## config.mk

```make
export PLATFORM = sky130hd
export DESIGN_NAME = seq_det_prog
export DESIGN_NICKNAME = d
export VERILOG_FILES = /design/src/rtl/seq_det_prog.sv
export SDC_FILE = /design/constraint.sdc
export NUM_CORES = 1
export LEC_CHECK = 0
export CAP_MARGIN = 20
export CORE_MARGIN = 4
export CORE_UTILIZATION = 40
export CTS_CLUSTER_DIAMETER = 80
export DETAILED_ROUTE_END_ITERATION = 10
export DONT_BUFFER_PORTS = 1
export PLACE_DENSITY_LB_ADDON = 0.15
export SLEW_MARGIN = 20
export SYNTH_ARGS = -nofsm -noshare
export SYNTH_HDL_FRONTEND = slang
export SYNTH_SLANG_ARGS = --single-unit
```

## constraint.sdc

```tcl
create_clock -name clk -period 6 [get_ports clk]
set_clock_uncertainty 0.05 [all_clocks]
set_input_delay 0.6 -clock clk [delete_from_list [all_inputs] [get_ports clk]]
set_output_delay 0.6 -clock clk [all_outputs]
set_load 0.02 [all_outputs]
```

## src/rtl/seq_det_prog.sv

```systemverilog
// seq_det_prog: runtime-programmable serial sequence detector.
// Matches a right-aligned pattern of 1..MAX_LEN bits on a qualified serial
// stream, with overlap/non-overlap selection, a registered one-cycle match
// pulse, an armed flag, a cfg_err pulse for rejected loads and a saturating
// match counter.
// Optional build macro SEQ_DET_MASK_EN adds a per-bit don't-care mask input
// (cfg_mask), latched together with the rest of the configuration.
module seq_det_prog #(
  parameter int unsigned        MAX_LEN     = 8,
  parameter int unsigned        CNT_W       = 16,
  parameter logic [MAX_LEN-1:0] DEF_PATTERN = 8'b0001_0110,
  parameter int unsigned        DEF_LEN     = 5,
  parameter bit                 DEF_OVERLAP = 1'b1,
  localparam int unsigned       LW          = $clog2(MAX_LEN + 1)
) (
  input  logic               clk,
  input  logic               rst,
  input  logic               in_valid,
  input  logic               in,
  input  logic               cfg_load,
  input  logic [MAX_LEN-1:0] cfg_pattern,
  input  logic [LW-1:0]      cfg_len,
  input  logic               cfg_overlap,
`ifdef SEQ_DET_MASK_EN
  input  logic [MAX_LEN-1:0] cfg_mask,
`endif
  input  logic               cnt_clr,
  output logic               match,
  output logic               armed,
  output logic               cfg_err,
  output logic [CNT_W-1:0]   match_count
);

  localparam logic [LW-1:0] MAX_LEN_L = LW'(MAX_LEN);

  logic [MAX_LEN-1:0] pat_q, pat_d;
  logic [MAX_LEN-1:0] hist_q, hist_d;
  logic [MAX_LEN-1:0] hist_sh;
  logic [MAX_LEN-1:0] len_mask;
  logic [MAX_LEN-1:0] cmp_mask;
  logic [LW-1:0]      len_q, len_d;
  logic [LW-1:0]      fill_q, fill_d;
  logic [LW-1:0]      fill_inc;
  logic               ovl_q, ovl_d;
  logic               match_q, armed_q, err_q;
  logic [CNT_W-1:0]   cnt_q, cnt_d;
  logic               cfg_ok, cfg_bad, hit;

`ifdef SEQ_DET_MASK_EN
  logic [MAX_LEN-1:0] cmask_q, cmask_d;
`endif

  // Thermometer mask selecting the low len_q history bits.
  always_comb begin
    len_mask = '0;
    for (int unsigned i = 0; i < MAX_LEN; i++) begin
      len_mask[i] = (LW'(i) < len_q);
    end
  end

`ifdef SEQ_DET_MASK_EN
  assign cmp_mask = len_mask & cmask_q;
`else
  assign cmp_mask = len_mask;
`endif

  // Next-state: config load, history shift, hit detection and counter.
  always_comb begin
    cfg_ok   = cfg_load && (cfg_len != '0) && (cfg_len <= MAX_LEN_L);
    cfg_bad  = cfg_load && !cfg_ok;
    hist_sh  = {hist_q[MAX_LEN-2:0], in};
    fill_inc = (fill_q >= MAX_LEN_L) ? fill_q : fill_q + LW'(1);
    // A valid load discards the incoming bit, so it can never complete a hit.
    hit      = !cfg_ok && in_valid && (fill_inc >= len_q) &&
               (((hist_sh ^ pat_q) & cmp_mask) == '0);

    pat_d  = pat_q;
    len_d  = len_q;
    ovl_d  = ovl_q;
    hist_d = hist_q;
    fill_d = fill_q;
`ifdef SEQ_DET_MASK_EN
    cmask_d = cmask_q;
`endif

    if (cfg_ok) begin
      pat_d  = cfg_pattern;
      len_d  = cfg_len;
      ovl_d  = cfg_overlap;
      hist_d = '0;
      fill_d = '0;
`ifdef SEQ_DET_MASK_EN
      cmask_d = cfg_mask;
`endif
    end else if (in_valid) begin
      hist_d = hist_sh;
      fill_d = (hit && !ovl_q) ? '0 : fill_inc;
    end

    if (cnt_clr) begin
      cnt_d = hit ? CNT_W'(1) : '0;
    end else if (hit && (cnt_q != '1)) begin
      cnt_d = cnt_q + CNT_W'(1);
    end else begin
      cnt_d = cnt_q;
    end
  end

  // State and registered outputs.
  always_ff @(posedge clk or posedge rst) begin
    if (rst) begin
      pat_q   <= DEF_PATTERN;
      len_q   <= LW'(DEF_LEN);
      ovl_q   <= DEF_OVERLAP;
      hist_q  <= '0;
      fill_q  <= '0;
      match_q <= 1'b0;
      armed_q <= 1'b0;
      err_q   <= 1'b0;
      cnt_q   <= '0;
`ifdef SEQ_DET_MASK_EN
      cmask_q <= '1;
`endif
    end else begin
      pat_q   <= pat_d;
      len_q   <= len_d;
      ovl_q   <= ovl_d;
      hist_q  <= hist_d;
      fill_q  <= fill_d;
      match_q <= hit;
      armed_q <= (fill_d >= len_d);
      err_q   <= cfg_bad;
      cnt_q   <= cnt_d;
`ifdef SEQ_DET_MASK_EN
      cmask_q <= cmask_d;
`endif
    end
  end

  assign match       = match_q;
  assign armed       = armed_q;
  assign cfg_err     = err_q;
  assign match_count = cnt_q;

endmodule

```

==> impl_metrics.ini, run 1 <==
[timing]
final.setup.tns_ps = 0
setup-violations-final = 0
slew_viol_final = 0
period_minus_slack_ps = 3534
slew_headroom = 0.4153
rsz0062_at_grt = false
worst-slew-pin-transition_ps = 874.5
post_route_clock_period_utilization = 0.5890
endpoints_failing_hold = 0
fmax_ghz = 0.2830

[clock_tree]
clock_latency_late_sink_ps = 290
post_cts_buffers = 0
cts_buffers = 5
path_clk_slew_ps = 80
post_cts_hold_buffers = 0
cts_buffer_depth = 2
clk_root_buffer_cell = clkbuf_8
clock-sinks = 43
cts_tree = built
postCtsResizedCells = 0
cts.htree.levels = 2

[synthesis]
leading_post_synthesis_cells_by_cell_area = dfrtp_1 39%, dfstp_2 6.6%, ha_1 5.8%
syn_inst = 237
yosysMostFrequentCell = dfrtp_1
ys_ff_latch = 43
netlist.top_cell.by_area = dfrtp_1
ys.flop_type = dfrtp_1
netlist_top_cells_count = 37 x dfrtp_1, 21 x a21oi_1, 13 x inv_1, 13 x nand2_1, 13 x nor2_1
yosysWarningCount = 0
mappedNetlistNets = 267
synth.lib_cells_used.distinct = 45
ys_async_sr_fraction = 1.000
synth.yosys.seq_area_share = 0.4555
number_of_enable_type_register_cells_in_the_synthesized_netlist = 0
synth_area_per_cell_um2 = 10.04
synth_largest_type_area_fraction = 0.3893
mappedNetlistArea_mm2 = 0.002379

[route]
postRouteAntennaNets = 0
wire_per_inst_um = 15.47
num_vias = 1678
drc = 0
routed_via_density = 5.448
dr.first_iter.drc_count = 87
drt_pass1_iterations = 4
postRouteWirelength_um = 4766

[worst_setup_path]
worst-path-max-fanout = 7
max_stage_delay_ps = 600
path_cells = inv_1 -> ha_1 -> mux2_2 -> ha_1 -> a2111oi_0 -> nor4_1 -> nand2b_1 -> o21ai_0 -> a21o_1 -> ha_1 -> nand2b_1 -> a21oi_1 -> nor2b_1 -> o21ai_0 -> nand2b_1
cp_num_buf_inv = 1
cp_data_required_time_ps = 6130
timing.reg2reg.worst_path_depth = 15
critical-path-top-delay-family = compound AO/OA/AOI/OAI gates
setup.worst_path.start_class = flip-flop
critical_path_cell_count = 15
worstPathArrival_ps = 3670
timing_worst_setup_path_type = reg -> reg
slowest_stage = a2111oi_0
end_kind = flip-flop

[placement]
gpl.final_weighted_congestion = 0.8093
place_hpwl_um = 3434
place.port_buffers = 0

[global_route]
gr-usage-all-layers = 0.1397
overflow = 0
maximum_number_of_pins_on_one_net_before_global_route_repair = 44
first_global_vias = 1721
grt_first_pass_wirelength_um = 8169
grt_antenna_before_repair = 0

[floorplan]
die_height_um = 85.11
floorplan.rows = 27
dieArea_mm2 = 0.007244
floorplan.initialDensity = 0.4216
io_pins = 38
coreArea_mm2 = 0.005642
die_x_um = 85.11

[final_layout]
drive_above_1_share = 0.1525
syn_to_final_growth_pct = 7.838
postLayoutCoreUtil = 0.4546
layout.nets = 265
antenna-diode-count = 0
final.fill_count = 539

[power]
seq_pwr_share = 0.474
highest_ir_drop_seen_on_vdd_v = 0.0001755
p_switching_mw = 0.1911
power.share.switching = 0.2592
combinational_fraction_of_design_power = 0.164
power.share.clock = 0.362
total_leakage_power_nw = 1.095
p_int_mw = 0.5462
power.density_cell_area_mw_per_mm2 = 287.4

[hold_path]
min-delay-path-class = in -> async

[run]
maxCapViolCount = 0

[run_status]
run_status = finished, final reports clean
-- cells by family (layout without fill, tap and decap cells) --
group                      count (synthesis)  count (layout)  synth area share
and+or+nand+nor                           77              77            0.1841
AOI/OAI and AO/OA                         50              50            0.1263
DFF                                       43              43            0.4556
buffers and inverters                     24              23           0.04051
muxes                                     22              22           0.09890
adders and majority gates                 11              11           0.05786
xor gates and xnor gates                  10              10           0.03683
-- power groups by stage --
stage,clock network [mW],logic (mW),registers (mW)
2_1_floorplan,0,0.107,0.346
3_3_place_gp,0,0.121,0.356
3_5_place_dp,0,0.122,0.356
4_1_cts,0.276,0.123,0.350
5_1_grt,0.290,0.138,0.354
6_report,0.267,0.121,0.349
-- per-stage QoR --
stage	hold WS, ps	area (um^2)	worst slack, ps	cells	power, mW
2_1_floorplan	452.4	2379	2731	237	0.4533
3_3_place_gp	470.4	2432	2563	300	0.4766
3_5_place_dp	470.0	2432	2491	300	0.4782
4_1_cts	291.4	2565	2488	308	0.7498
5_1_grt	285.8	2565	2219	308	0.7819
6_report	266.0	2565	2466	308	0.7372
-- final cells by class --
type | instances | area, um^2 | area share
Clock inverter | 2 | 60.06 | 0.02341
Tap cell | 72 | 90.09 | 0.03512
Multi-Input combinational cell | 170 | 1199 | 0.4673
Inverter | 14 | 52.55 | 0.02049
Timing Repair Buffer | 1 | 7.507 | 0.002927
Clock buffer | 6 | 72.57 | 0.02829
Sequential cell | 43 | 1084 | 0.4224
-- routing by layer --
| layer | GRT usage | routed length, um | up-vias |
|---|---|---|---|
| met2 | 0.2239 | 2220 | 28 |
| met3 | 0.04563 | 223 | 4 |
| met4 | 0.04029 | 49 | 0 |
| li1 | - | - | 841 |
| met5 | 0 | 0 | - |
| met1 | 0.1803 | 2273 | 805 |
-- layout by cell type (no fill, tap or decap), types with 2 or more instances in the layout --
cell and count:
xnor2_1 9, or4_1 5, ha_1 11, nand3_1 9, nor2b_1 2, inv_1 12
nor2_1 13, mux2i_1 10, mux2_2 12, nor4_1 2, o21ai_0 11, bufinv_16 2
nor3_1 4, a21oi_1 21, o22ai_1 2, clkbuf_8 5, nand3b_1 2, nand2b_1 6
o31ai_1 6, and3_1 3, dfrtp_1 37, dfstp_2 6, or3_1 8, and3_2 3
nand2_1 13
-- sequential cells by signal (all words and copies together), names as in the netlist --
register and flops:
match_count 16, pat_q 8, hist_q 7, fill_q 4, len_q 4, armed 1, cfg_err 1, match 1
ovl_q 1
-- final timing paths --
check                                         endpoint                 start  slack, ps
min in group clk           match_count[14]$_DFFE_PP0P_               cnt_clr        310
max                                    armed$_DFF_PP0_   fill_q[0]$_DFF_PP0_       2470
max reg2reg                            armed$_DFF_PP0_   fill_q[0]$_DFF_PP0_       2470
max in group asynchronous            ovl_q$_DFFE_PP1P_                   rst       5250
min reg2reg                       pat_q[0]$_DFFE_PP0P_  pat_q[0]$_DFFE_PP0P_        490
min                               pat_q[6]$_DFFE_PP0P_                   rst        270
Note: power is estimated with default switching activity, not from simulation.
==> inputs of run 2 (changes only) <==
==> constraint.sdc (replaced) <==
create_clock -name clk -period 3.7 [get_ports clk]
set_clock_uncertainty 0.05 [all_clocks]
set_input_delay 0.37 -clock clk [delete_from_list [all_inputs] [get_ports clk]]
set_output_delay 0.37 -clock clk [all_outputs]
set_load 0.02 [all_outputs]
==> impl_metrics.ini, run 2 (synthesis results as in run 1) <==
[run_status]
run_status = finished, final reports clean

[placement]
gpl.final_weighted_congestion = 0.7863
place_hpwl_um = 3463
detailedPlace.worstSlack_ps = 133.4
place.port_buffers = 0

[clock_tree]
clk_root_buffer_cell = clkbuf_8
cts_buffers = 5
postCtsResizedCells = 0
clock-sinks = 43
clock_latency_late_sink_ps = 290
cts_tree = built
path_clk_slew_ps = 80
cts.htree.levels = 2
post_cts_hold_buffers = 0
post_cts_buffers = 0
cts_buffer_depth = 2

[floorplan]
io_pins = 38
coreArea_mm2 = 0.005642
dieArea_mm2 = 0.007244
die_height_um = 85.11
floorplan.initialDensity = 0.4216
floorplan.rows = 27
die_x_um = 85.11

[global_route]
overflow = 0
grt_first_pass_wirelength_um = 8307
first_global_vias = 1633
maximum_number_of_pins_on_one_net_before_global_route_repair = 44
grt_antenna_before_repair = 0
gr-usage-all-layers = 0.1407

[worst_setup_path]
max_stage_delay_ps = 470
cp_num_buf_inv = 1
slowest_stage = dfrtp_1
timing.reg2reg.worst_path_depth = 15
r2r_setup_slack_ps = 390
setup.worst_path.start_class = flip-flop
worstSetupEndpoint = armed$_DFF_PP0_
worstPathArrival_ps = 3440
end_kind = flip-flop
path_cells = inv_1 -> ha_1 -> mux2_2 -> ha_1 -> a2111oi_2 -> nor4_1 -> nand2b_1 -> o21ai_0 -> a21o_1 -> ha_1 -> nand2b_1 -> a21oi_1 -> nor2b_1 -> o21ai_0 -> nand2b_1
critical-path-top-delay-family = compound AO/OA/AOI/OAI gates
cp_data_required_time_ps = 3830
worst_r2r_startpoint = fill_q[0]$_DFF_PP0_
worst-path-max-fanout = 7
timing.critical_path.from = fill_q[0]$_DFF_PP0_
r2r_end = armed$_DFF_PP0_
timing_worst_setup_path_type = reg -> reg
critical_path_cell_count = 15

[route]
routed_via_density = 5.511
drc = 0
postRouteWirelength_um = 4789
drt_pass1_iterations = 4
wire_per_inst_um = 15.50
num_vias = 1703
dr.first_iter.drc_count = 76
postRouteAntennaNets = 0

[power]
power.density_cell_area_mw_per_mm2 = 451.0
highest_ir_drop_seen_on_vdd_v = 0.0002082
total_leakage_power_nw = 1.096
report.power.total_mw = 1.156

[final_layout]
multi_input_area_mm2 = 0.001205
layout.nets = 266
register_area_mm2 = 0.001084
syn_to_final_growth_pct = 7.785
antenna-diode-count = 0
drive_above_1_share = 0.1646
max_reg_flops = 16
postLayoutCoreUtil = 0.4544
final.fill_count = 539
final_common_cell = dfrtp_1
layout_common_cells = 37 x dfrtp_1, 21 x a21oi_1, 13 x nor2_1, 13 x nand2_1

[timing]
period_minus_slack_ps = 3313
final.setup.tns_ps = 0
post_route_clock_period_utilization = 0.8953
slew_headroom = 0.6368
slew_viol_final = 0
worst-slew-pin-transition_ps = 544.8
timing.hold.ws_ps = 31.88
rsz0062_at_grt = false
setup-violations-final = 0
fmax_ghz = 0.3019
endpoints_failing_hold = 0
final.setup.worst_slack_ps = 387.2

[run]
maxCapViolCount = 0

[hold_path]
min-delay-path-class = in -> async
## run 2: cell count changes in the layout (fill, tap and decap cells not counted), sizes merged
cell	delta
buf	+1
bufinv	-1
clkinv	+1
## run 2: final cells by class
cell class | count | area share
Clock buffer | 6 | 0.03221
Clock inverter | 2 | 0.01367
Inverter | 14 | 0.02050
Multi-Input combinational cell | 170 | 0.4700
Sequential cell | 43 | 0.4226
Tap cell | 72 | 0.03514
Timing Repair Buffer | 2 | 0.005857
## run 2: where the power goes
part	total (mW)	switching, mW	internal (mW)
Sequential	0.567	0.0485	0.518
Combinational	0.204	0.101	0.103
Clock	0.385	0.166	0.219
Total	1.16	0.316	0.840
## run 2: per-stage QoR
step / cell area (um^2) / cells
after global routing: 2564 / 309
final: 2564 / 309
after CTS: 2557 / 309
after detailed placement: 2440 / 301
after floorplan: 2379 / 237
after global placement: 2440 / 301
## run 2: worst min path at each step
stage	from	end	slack, ps	cells past startpoint
final	rst	pat_q[7]$_DFFE_PP0P_	30	2
after global routing	cnt_clr	match_count[14]$_DFFE_PP0P_	50	1
after CTS	rst	match_count[6]$_DFFE_PP0P_	60	2
after detailed placement	rst	pat_q[7]$_DFFE_PP0P_	390	2
after global placement	rst	match_count[1]$_DFFE_PP0P_	390	2
after floorplan	pat_q[0]$_DFFE_PP0P_	pat_q[0]$_DFFE_PP0P_	450	1
## run 2: per-layer routing
metal | up-vias | share of wire | global-route usage
met5 | - | 0 | 0
met4 | 0 | 0.014 | 0.03885
met3 | 7 | 0.043 | 0.04272
met2 | 28 | 0.47 | 0.2168
met1 | 823 | 0.47 | 0.1921
li1 | 845 | - | -
